===== config.mk =====
export PLATFORM = sky130hd
export DESIGN_NAME = uart_cmd_ctrl_flat
export DESIGN_NICKNAME = d
export VERILOG_FILES = /design/src/rtl/uart_cmd_ctrl_pkg.sv /design/src/rtl/uart_cmd_ctrl_if.sv /design/src/rtl/uart_cmd_ctrl_timeout.sv /design/src/rtl/uart_cmd_ctrl.sv /design/src/flat_wrapper.sv
export SDC_FILE = /design/constraint.sdc
export NUM_CORES = 1
export LEC_CHECK = 0
export ABC_AREA = 1
export CAP_MARGIN = 5
export CORE_MARGIN = 3
export CORE_UTILIZATION = 58
export DETAILED_ROUTE_END_ITERATION = 6
export GPL_TIMING_DRIVEN = 0
export PLACE_DENSITY = 0.82
export SLEW_MARGIN = 20
export SYNTH_ARGS = -nofsm -noshare
export SYNTH_HDL_FRONTEND = slang
export SYNTH_SLANG_ARGS = --single-unit

===== constraint.sdc =====
create_clock -name sclk_50M -period 3.38 [get_ports sclk_50M]
set_input_delay 1.014 -clock sclk_50M [delete_from_list [all_inputs] [get_ports sclk_50M]]
set_output_delay 1.014 -clock sclk_50M [all_outputs]
set_load 0.03 [all_outputs]

===== src/rtl/uart_cmd_ctrl_pkg.sv =====
// Shared constants and types for the UART command sequencer.
// Command byte values, counter widths and the two-state FSM encoding.
package uart_cmd_pkg;
    localparam int DATA_W     = 8;
    localparam int BYTE_CNT_W = 8;
    localparam int GAP_CNT_W  = 20;

    localparam logic [DATA_W-1:0] CMD_WR = 8'h55;
    localparam logic [DATA_W-1:0] CMD_RD = 8'hAA;

    typedef enum logic {
        IDLE    = 1'b0,
        WR_DATA = 1'b1
    } state_t;
endpackage


===== src/rtl/uart_cmd_ctrl_if.sv =====
// Byte-stream input and SDRAM-side strobes of the command sequencer.
// The master side feeds received bytes; the slave side is the sequencer.
interface uart_cmd_ctrl_if;
    import uart_cmd_pkg::*;

    logic [DATA_W-1:0] rx_data;
    logic              rx_done;
    logic              wfifo_wr_en;
    logic [DATA_W-1:0] wfifo_wr_data;
    logic              wfifo_clr;
    logic              wr_trig;
    logic              rd_trig;
    logic              frame_err;

    modport master (
        output rx_data, rx_done,
        input  wfifo_wr_en, wfifo_wr_data, wfifo_clr, wr_trig, rd_trig, frame_err
    );

    modport slave (
        input  rx_data, rx_done,
        output wfifo_wr_en, wfifo_wr_data, wfifo_clr, wr_trig, rd_trig, frame_err
    );
endinterface


===== src/rtl/uart_cmd_ctrl_timeout.sv =====
// Inter-byte gap watchdog for the write payload phase.
// expired fires on the clock that would carry gap_cnt to TIMEOUT_CYC-1, so the
// registered error lands exactly TIMEOUT_CYC cycles after the last byte strobe.
module uart_cmd_timeout
    import uart_cmd_pkg::*;
#(
    parameter int TIMEOUT_CYC = 500_000
) (
    input  logic sclk_50M,
    input  logic s_rst_n,
    input  logic clear,
    input  logic enable,
    output logic expired
);
    localparam logic [GAP_CNT_W-1:0] LAST_GAP_C = GAP_CNT_W'(TIMEOUT_CYC - 2);

    logic [GAP_CNT_W-1:0] gap_cnt_r;

    // Expiry is suppressed by clear so a byte arriving on the boundary wins.
    always_comb begin
        expired = 1'b0;
        if (enable && !clear && (gap_cnt_r == LAST_GAP_C)) begin
            expired = 1'b1;
        end else begin
            expired = 1'b0;
        end
    end

    // Gap counter: held at zero outside the payload phase and after expiry.
    always_ff @(posedge sclk_50M or negedge s_rst_n) begin
        if (!s_rst_n) begin
            gap_cnt_r <= {GAP_CNT_W{1'b0}};
        end else if (clear || !enable || expired) begin
            gap_cnt_r <= {GAP_CNT_W{1'b0}};
        end else begin
            gap_cnt_r <= gap_cnt_r + {{(GAP_CNT_W-1){1'b0}}, 1'b1};
        end
    end
endmodule


===== src/rtl/uart_cmd_ctrl.sv =====
// Command sequencer between the UART receiver and the SDRAM controller.
// Decodes write/read command bytes, streams write payloads into the FIFO, flags bad frames.
module uart_cmd_ctrl
    import uart_cmd_pkg::*;
#(
    parameter int DATA_NUM    = 4,
    parameter int TIMEOUT_CYC = 500_000
) (
    input  logic           sclk_50M,
    input  logic           s_rst_n,
    uart_cmd_ctrl_if.slave bus
);
    localparam logic [BYTE_CNT_W-1:0] LAST_BYTE_C = BYTE_CNT_W'(DATA_NUM - 1);

    state_t                state_r, state_s;
    logic [BYTE_CNT_W-1:0] byte_cnt_r, byte_cnt_s;
    logic [DATA_W-1:0]     wr_data_r, wr_data_s;
    logic                  wr_en_r, wr_en_s;
    logic                  clr_r, clr_s;
    logic                  wr_pend_r, wr_pend_s;
    logic                  wr_trig_r;
    logic                  rd_trig_r, rd_trig_s;
    logic                  frame_err_r, frame_err_s;
    logic                  gap_clear_s, gap_enable_s, expired_s;

    assign gap_enable_s = (state_r == WR_DATA);
    assign gap_clear_s  = bus.rx_done | ~gap_enable_s;

    uart_cmd_timeout #(
        .TIMEOUT_CYC(TIMEOUT_CYC)
    ) u_timeout (
        .sclk_50M(sclk_50M),
        .s_rst_n (s_rst_n),
        .clear   (gap_clear_s),
        .enable  (gap_enable_s),
        .expired (expired_s)
    );

    // Next-state and next-output decode; in WR_DATA every byte is payload.
    always_comb begin
        state_s     = state_r;
        byte_cnt_s  = byte_cnt_r;
        wr_data_s   = wr_data_r;
        wr_en_s     = 1'b0;
        clr_s       = 1'b0;
        wr_pend_s   = 1'b0;
        rd_trig_s   = 1'b0;
        frame_err_s = 1'b0;
        case (state_r)
            IDLE: begin
                if (bus.rx_done) begin
                    if (bus.rx_data == CMD_WR) begin
                        state_s    = WR_DATA;
                        byte_cnt_s = {BYTE_CNT_W{1'b0}};
                    end else if (bus.rx_data == CMD_RD) begin
                        rd_trig_s = 1'b1;
                    end else begin
                        frame_err_s = 1'b1;
                    end
                end else begin
                    state_s = IDLE;
                end
            end
            WR_DATA: begin
                if (bus.rx_done) begin
                    wr_en_s    = 1'b1;
                    wr_data_s  = bus.rx_data;
                    byte_cnt_s = byte_cnt_r + {{(BYTE_CNT_W-1){1'b0}}, 1'b1};
                    if (byte_cnt_r == LAST_BYTE_C) begin
                        state_s   = IDLE;
                        wr_pend_s = 1'b1;
                    end else begin
                        state_s = WR_DATA;
                    end
                end else if (expired_s) begin
                    state_s     = IDLE;
                    frame_err_s = 1'b1;
                    clr_s       = 1'b1;
                end else begin
                    state_s = WR_DATA;
                end
            end
            default: begin
                state_s = IDLE;
            end
        endcase
    end

    // State, counter and output registers; wr_trig trails the last FIFO write by one cycle.
    always_ff @(posedge sclk_50M or negedge s_rst_n) begin
        if (!s_rst_n) begin
            state_r     <= IDLE;
            byte_cnt_r  <= {BYTE_CNT_W{1'b0}};
            wr_data_r   <= {DATA_W{1'b0}};
            wr_en_r     <= 1'b0;
            clr_r       <= 1'b0;
            wr_pend_r   <= 1'b0;
            wr_trig_r   <= 1'b0;
            rd_trig_r   <= 1'b0;
            frame_err_r <= 1'b0;
        end else begin
            state_r     <= state_s;
            byte_cnt_r  <= byte_cnt_s;
            wr_data_r   <= wr_data_s;
            wr_en_r     <= wr_en_s;
            clr_r       <= clr_s;
            wr_pend_r   <= wr_pend_s;
            wr_trig_r   <= wr_pend_r;
            rd_trig_r   <= rd_trig_s;
            frame_err_r <= frame_err_s;
        end
    end

    assign bus.wfifo_wr_en   = wr_en_r;
    assign bus.wfifo_wr_data = wr_data_r;
    assign bus.wfifo_clr     = clr_r;
    assign bus.wr_trig       = wr_trig_r;
    assign bus.rd_trig       = rd_trig_r;
    assign bus.frame_err     = frame_err_r;
endmodule


===== src/flat_wrapper.sv =====
// flat-port wrapper written by rule: the top's interface ports become plain ports
module uart_cmd_ctrl_flat import uart_cmd_pkg::*;
#(
    parameter int DATA_NUM    = 4,
    parameter int TIMEOUT_CYC = 500_000
)
  (sclk_50M, s_rst_n, bus_rx_data, bus_rx_done, bus_wfifo_wr_en, bus_wfifo_wr_data, bus_wfifo_clr, bus_wr_trig, bus_rd_trig, bus_frame_err);
  uart_cmd_ctrl_if bus_i ();
  input  logic sclk_50M;
  input  logic s_rst_n;
  input wire logic [$bits(bus_i.rx_data)-1:0] bus_rx_data;
  input wire logic [$bits(bus_i.rx_done)-1:0] bus_rx_done;
  output wire logic [$bits(bus_i.wfifo_wr_en)-1:0] bus_wfifo_wr_en;
  output wire logic [$bits(bus_i.wfifo_wr_data)-1:0] bus_wfifo_wr_data;
  output wire logic [$bits(bus_i.wfifo_clr)-1:0] bus_wfifo_clr;
  output wire logic [$bits(bus_i.wr_trig)-1:0] bus_wr_trig;
  output wire logic [$bits(bus_i.rd_trig)-1:0] bus_rd_trig;
  output wire logic [$bits(bus_i.frame_err)-1:0] bus_frame_err;
  assign bus_i.rx_data = bus_rx_data;
  assign bus_i.rx_done = bus_rx_done;
  assign bus_wfifo_wr_en = bus_i.wfifo_wr_en;
  assign bus_wfifo_wr_data = bus_i.wfifo_wr_data;
  assign bus_wfifo_clr = bus_i.wfifo_clr;
  assign bus_wr_trig = bus_i.wr_trig;
  assign bus_rd_trig = bus_i.rd_trig;
  assign bus_frame_err = bus_i.frame_err;
  uart_cmd_ctrl #(.DATA_NUM(DATA_NUM), .TIMEOUT_CYC(TIMEOUT_CYC)) u_core (.sclk_50M(sclk_50M), .s_rst_n(s_rst_n), .bus(bus_i));
endmodule

# Word-level counts from Yosys, hierarchy flattened
# Index checks and enable logic that the tools add are counted.
[classes] addsub=2 n_eq_ne=7 mux=28 n_bitwise=2 n_reduce_logical=8
[op_table] cell="two-way mux 8 bit" count=3
[op_table] cell="two-way mux 1 bit" count=21
[op_table] cell="adder 20 x 1 -> 20 bit (second input constant)" count=1
[op_table] cell="== test 20 x 19 -> 1 bit (second input constant)" count=1
[op_table] cell="two-way mux 20 bit" count=1
[op_table] cell="one-hot mux 8 bit (2 select lines)" count=1
[op_table] cell="adder 8 x 1 -> 8 bit (second input constant)" count=1
[op_table] cell="== test 8 x 2 -> 1 bit (second input constant)" count=1
[op_table] cell="== test 8 x 7 -> 1 bit (second input constant)" count=1
[op_table] cell="== test 8 bit (second input constant)" count=1
[op_table] cell="inequality test 2 bit (second input constant)" count=3
[op_table] cell="one-hot mux 1 bit (2 select lines)" count=2
[op_table] cell="AND reduction 3 bit" count=1
[op_table] cell="logical AND 1 bit" count=2
[op_table] cell="zero test 1 bit" count=2
[op_table] cell="logical OR 1 bit" count=2
[op_table] cell="AND reduction 2 bit" count=1
[op_table] cell="NOT 1 bit" count=1
[op_table] cell="bitwise OR 1 bit" count=1
[word_totals] register_bits=43 input_bits=11 out_inout_bits=13 elab_cells=57

# Longest topological paths before layout
[depth] depth_word=9 mapped_depth=9 ltp_nobuf=9

# Hierarchy
# Synthesis repeated with hierarchy kept, for this count alone.
[hier_totals] cells_unflattened=301 hier_area_um2=2358.5
[by_module_without_submodules] module="uart_cmd_timeout" n_inst=1 cells_per_inst=167 area_per_inst_um2=1239.9 seq_area_each_um2=500.5
[by_module_without_submodules] module="uart_cmd_ctrl" n_inst=1 cells_per_inst=134 area_per_inst_um2=1118.6 seq_area_each_um2=575.6

# Worst setup path before layout
# Ideal clock, no wire load.
[synth_timing] path_kind="in2reg" startpoint="input bus_rx_data[1]" endpoint="register u_core.byte_cnt_r[2]" setup_ps=120 arrival_time_ps=1687 required_time_ps=3260 slack_ps=1572 path_stages=8 n_path_buf=0 cell_sequence="inv_1 nand2_1 nor3_1 nand3_1 nand2_1 inv_1 nand2_1 nand2_1"
[synth_via] elab_chain_cells=3
[synth_lines] item="start, declared" line_no="flat_wrapper.sv:11" rtl="input wire logic [$bits(bus_i.rx_data)-1:0] bus_rx_data;"
[synth_lines] item="== test 8 x 7 -> 1 bit" line_no="uart_cmd_ctrl.sv:52" rtl="if (bus.rx_data == CMD_WR) begin"
[synth_lines] item="inequality test 2 bit (no line)"
[synth_lines] item="AND reduction 3 bit (no line)"
[synth_lines] item="end signal, assigned" line_no="uart_cmd_ctrl.sv:93" rtl="byte_cnt_r <= {BYTE_CNT_W{1'b0}};"
[synth_lines] item="end signal, assigned" line_no="uart_cmd_ctrl.sv:103" rtl="byte_cnt_r <= byte_cnt_s;"
[synth_lines] item="end, declared" line_no="uart_cmd_ctrl.sv:16" rtl="logic [BYTE_CNT_W-1:0] byte_cnt_r, byte_cnt_s;"
# Every way passes these cells.
# A chain may end at the register's enable or synchronous reset.

# Worst setup path after layout
[layout_timing] startpoint="register u_core.wr_data_r[7] (netlist: u_core.bus.wfifo_wr_data[7])" endpoint="output bus_wfifo_wr_data[7]"
[layout_rtl] item="start, declared" line_no="uart_cmd_ctrl.sv:17" rtl="logic [DATA_W-1:0] wr_data_r, wr_data_s;"
[layout_rtl] item="start signal, assigned" line_no="uart_cmd_ctrl.sv:94" rtl="wr_data_r <= {DATA_W{1'b0}};"
[layout_rtl] item="start signal, assigned" line_no="uart_cmd_ctrl.sv:104" rtl="wr_data_r <= wr_data_s;"
[layout_rtl] item="end, declared" line_no="flat_wrapper.sv:14" rtl="output wire logic [$bits(bus_i.wfifo_wr_data)-1:0] bus_wfifo_wr_data;"
# No word-level cell between the ends.

==> impl_metrics.json <==
{
  "status": "completed",
  "root_buffer": "clkbuf_8",
  "rows": 21,
  "synth_seq_area_share_pct": 49.3,
  "slowest_stage": "clkdlybuf4s50_1",
  "yosysWarnings": 0,
  "drtPass1Iterations": 4,
  "track_usage_pct": 21.8,
  "num_vias": 1832,
  "antenna_found_initial": 0,
  "hold_viol_final": 0,
  "hold_path.class": "reg -> reg",
  "wl_per_cell_um": 12.1,
  "start_kind": "register",
  "tns_ns": 0,
  "grt_pass1_wl_um": 7380,
  "fin_nets": 325,
  "worst_slew_pin_slew_ns": 0.386,
  "clock_sinks": 43,
  "clk_pin_slew_ns": 0.08,
  "synthMuxAreaShare_pct": 0,
  "grt_overflow": 0,
  "required_ns": 2.37,
  "numPortBuffers": 23,
  "maxCapViolations": 0,
  "synth_top_area_cell": "dfrtp_1",
  "synth_most_common_cell": "nand2_1",
  "max_stage_delay_ns": 0.67,
  "dieHeight_um": 67.4,
  "post-route-period-util_pct": 69.1,
  "ctsHoldBuffers": 0,
  "drc_errors": 0,
  "dp_hpwl_um": 3360,
  "synth.distinct_cells": 24,
  "cts_made_buffers": 5,
  "h-tree-depth": 2,
  "syn_avg_cell_area_um2": 7.80,
  "cp_data_arrival_time_ns": 1.32,
  "grt_max_degree": 32,
  "synth_flop_cell": "dfrtp_1",
  "post_drt_via_cell_ratio": 5.12,
  "drt-initial-drc-count": 149,
  "syn-num-nets": 294,
  "async_reset_ff_share_pct": 100,
  "multi_input_area_um2": 973,
  "p_per_area_nw_per_um2": 573,
  "path_cells": "clkdlybuf4s50_1",
  "core-area_um2": 3470,
  "cts_setup_buffers": 0,
  "power_leakage_nw": 1.16,
  "synthAdderAreaFrac_pct": 1.72,
  "rsz0062_at_grt": "false",
  "cts_tree": "yes",
  "synth_compound_area_share_pct": 4.24,
  "antenna_left": 0,
  "synth_xor_area_share_pct": 5.21,
  "fmax_ghz": 0.428,
  "ctsResizeCount": 0,
  "layout-drive-gt1-share_pct": 8.65,
  "cp_top_family": "buffers and inverters",
  "finalCriticalPeriod_ns": 2.34,
  "yosysTopAreaCellShare_pct": 49.3,
  "pre_cts_slack_ns": 0.911,
  "initial_utilization_pct": 63.0,
  "crit_type": "reg -> out",
  "finalWorstSetupSlack_ns": 1.04,
  "worst_setup_path_end_kind": "output pin",
  "antenna_cells": 0,
  "areaGrowthSynthToFinish_pct": 17.7,
  "peakVddDrop_v": 0.000373,
  "crit_buf_inv": 1,
  "routed_wl_um": 4320,
  "die_area_um2": 4540,
  "drv_slew": 0,
  "synthSimpleGateAreaFrac_pct": 33.4,
  "synth_common_cells": "nand2_1, nor2_1, dfrtp_1",
  "seq_area_um2": 1080,
  "first_global_vias": 1654,
  "synthCells": 280,
  "cts_buffer_depth": 2,
  "power_w": 0.00147,
  "synth_top_family_by_area": "simple AND/OR/NAND/NOR gates",
  "crit_fanout": 2,
  "die_w_um": 67.4,
  "slew_headroom_pct": 74.3,
  "ys_seq_elements": 43,
  "synth_area_leaders": "dfrtp_1, nand2_1, nor2_1",
  "synth-edff-count": 0,
  "syn_area_um2": 2180,
  "gp_congestion": 0.920,
  "io_pins": 24,
  "clock_latency_ns": 0.29,
  "n_fill_cell": 271,
  "clock_skew_ns": 0.00823,
  "setup_viol": 0
}
## routing by layer
| layer | wire length (um) | vias up | GRT usage, % |
|---|---|---|---|
| li1 | - | 937 | - |
| met1 | 2090 | 846 | 30.8 |
| met2 | 1900 | 45 | 34.0 |
| met3 | 288 | 4 | 4.33 |
| met4 | 44 | 0 | 7.09 |
| met5 | 0 | - | 0 |
## worst register-to-register path, stage by stage (launching register included)
cell and delay, ns:
dfrtp_1 0.44, inv_1 0.11, ha_1 0.15, nand4_1 0.11
nor2_1 0.18, nand3_1 0.10, nand2_1 0.11, buf_4 0.18
nor2_1 0.05
## flip-flops by register name, summed over array words and instances (netlist names)
signal	flops
u_core.bus.rd_trig	1
u_core.bus.wfifo_wr_en	1
u_core.wr_pend_r	1
u_core.byte_cnt_r	8
u_core.u_timeout.gap_cnt_r	20
u_core.bus.wr_trig	1
u_core.bus.frame_err	1
u_core.bus.wfifo_clr	1
u_core.gap_enable_s	1
u_core.bus.wfifo_wr_data	8
## cell type report
type | count | area share [%]
buffer | 3 | 0.876
clock buffer | 5 | 2.68
clock inverter | 3 | 0.584
inverter | 30 | 4.38
multi-input combinational | 204 | 37.9
sequential | 43 | 41.8
tap | 46 | 2.24
timing repair buffer | 24 | 9.54
## metrics by stage
step | utilization (%) | area, um2 | hold WS (ns) | instances
final | 74.1 | 2570 | 0.364 | 358
after detailed placement | 71.7 | 2490 | 0.345 | 350
after global placement | 71.3 | 2470 | 0.334 | 349
after CTS | 74.1 | 2570 | 0.363 | 358
after global routing | 74.1 | 2570 | 0.376 | 358
after floorplan | - | 2180 | 0.331 | 280
## cells by family (layout without fill, tap and decap cells)
| logic type | Yosys count | count (layout) |
|---|---|---|
| AND/OR/NAND/NOR | 170 | 170 |
| flip-flops | 43 | 43 |
| AO/OA/AOI/OAI | 18 | 18 |
| XOR/XNOR | 13 | 13 |
| buffers and inverters | 33 | 65 |
| adder cells (fa/ha/maj) | 3 | 3 |
## cells in the final DEF, fill, tap and decap left out, types with 4 or more instances in the layout
cell	n
nor3_1	5
inv_1	29
nor2_1	47
nand2_1	79
nand3_1	18
xor2_1	8
o21ai_0	14
clkdlybuf4s50_1	22
nor2_2	8
nand4_1	4
dfrtp_1	43
clkbuf_8	5
xnor2_1	5
## final timing paths
check	start	to	slack, ns	depth (start not counted)
max in group asynchronous	s_rst_n	u_core.u_timeout.gap_cnt_r[4]	2.30	2
max	u_core.bus.wfifo_wr_data[7]	bus_wfifo_wr_data[7]	1.04	1
min	u_core.wr_pend_r	u_core.bus.wr_trig	0.36	0
max reg2reg	u_core.u_timeout.gap_cnt_r[0]	u_core.u_timeout.gap_cnt_r[3]	1.85	8
min reg2reg	u_core.wr_pend_r	u_core.bus.wr_trig	0.36	0
min in group asynchronous	s_rst_n	u_core.bus.wfifo_wr_data[0]	0.61	1
## power by group
part	total, W	switching (W)	internal (W)
Combinational	0.000478	0.000294	0.000184
Clock	0.000311	0.000169	0.000142
Sequential	0.000686	0.0000711	0.000615
Total	0.00147	0.000534	0.000940
(Power assumes the default switching activity.)
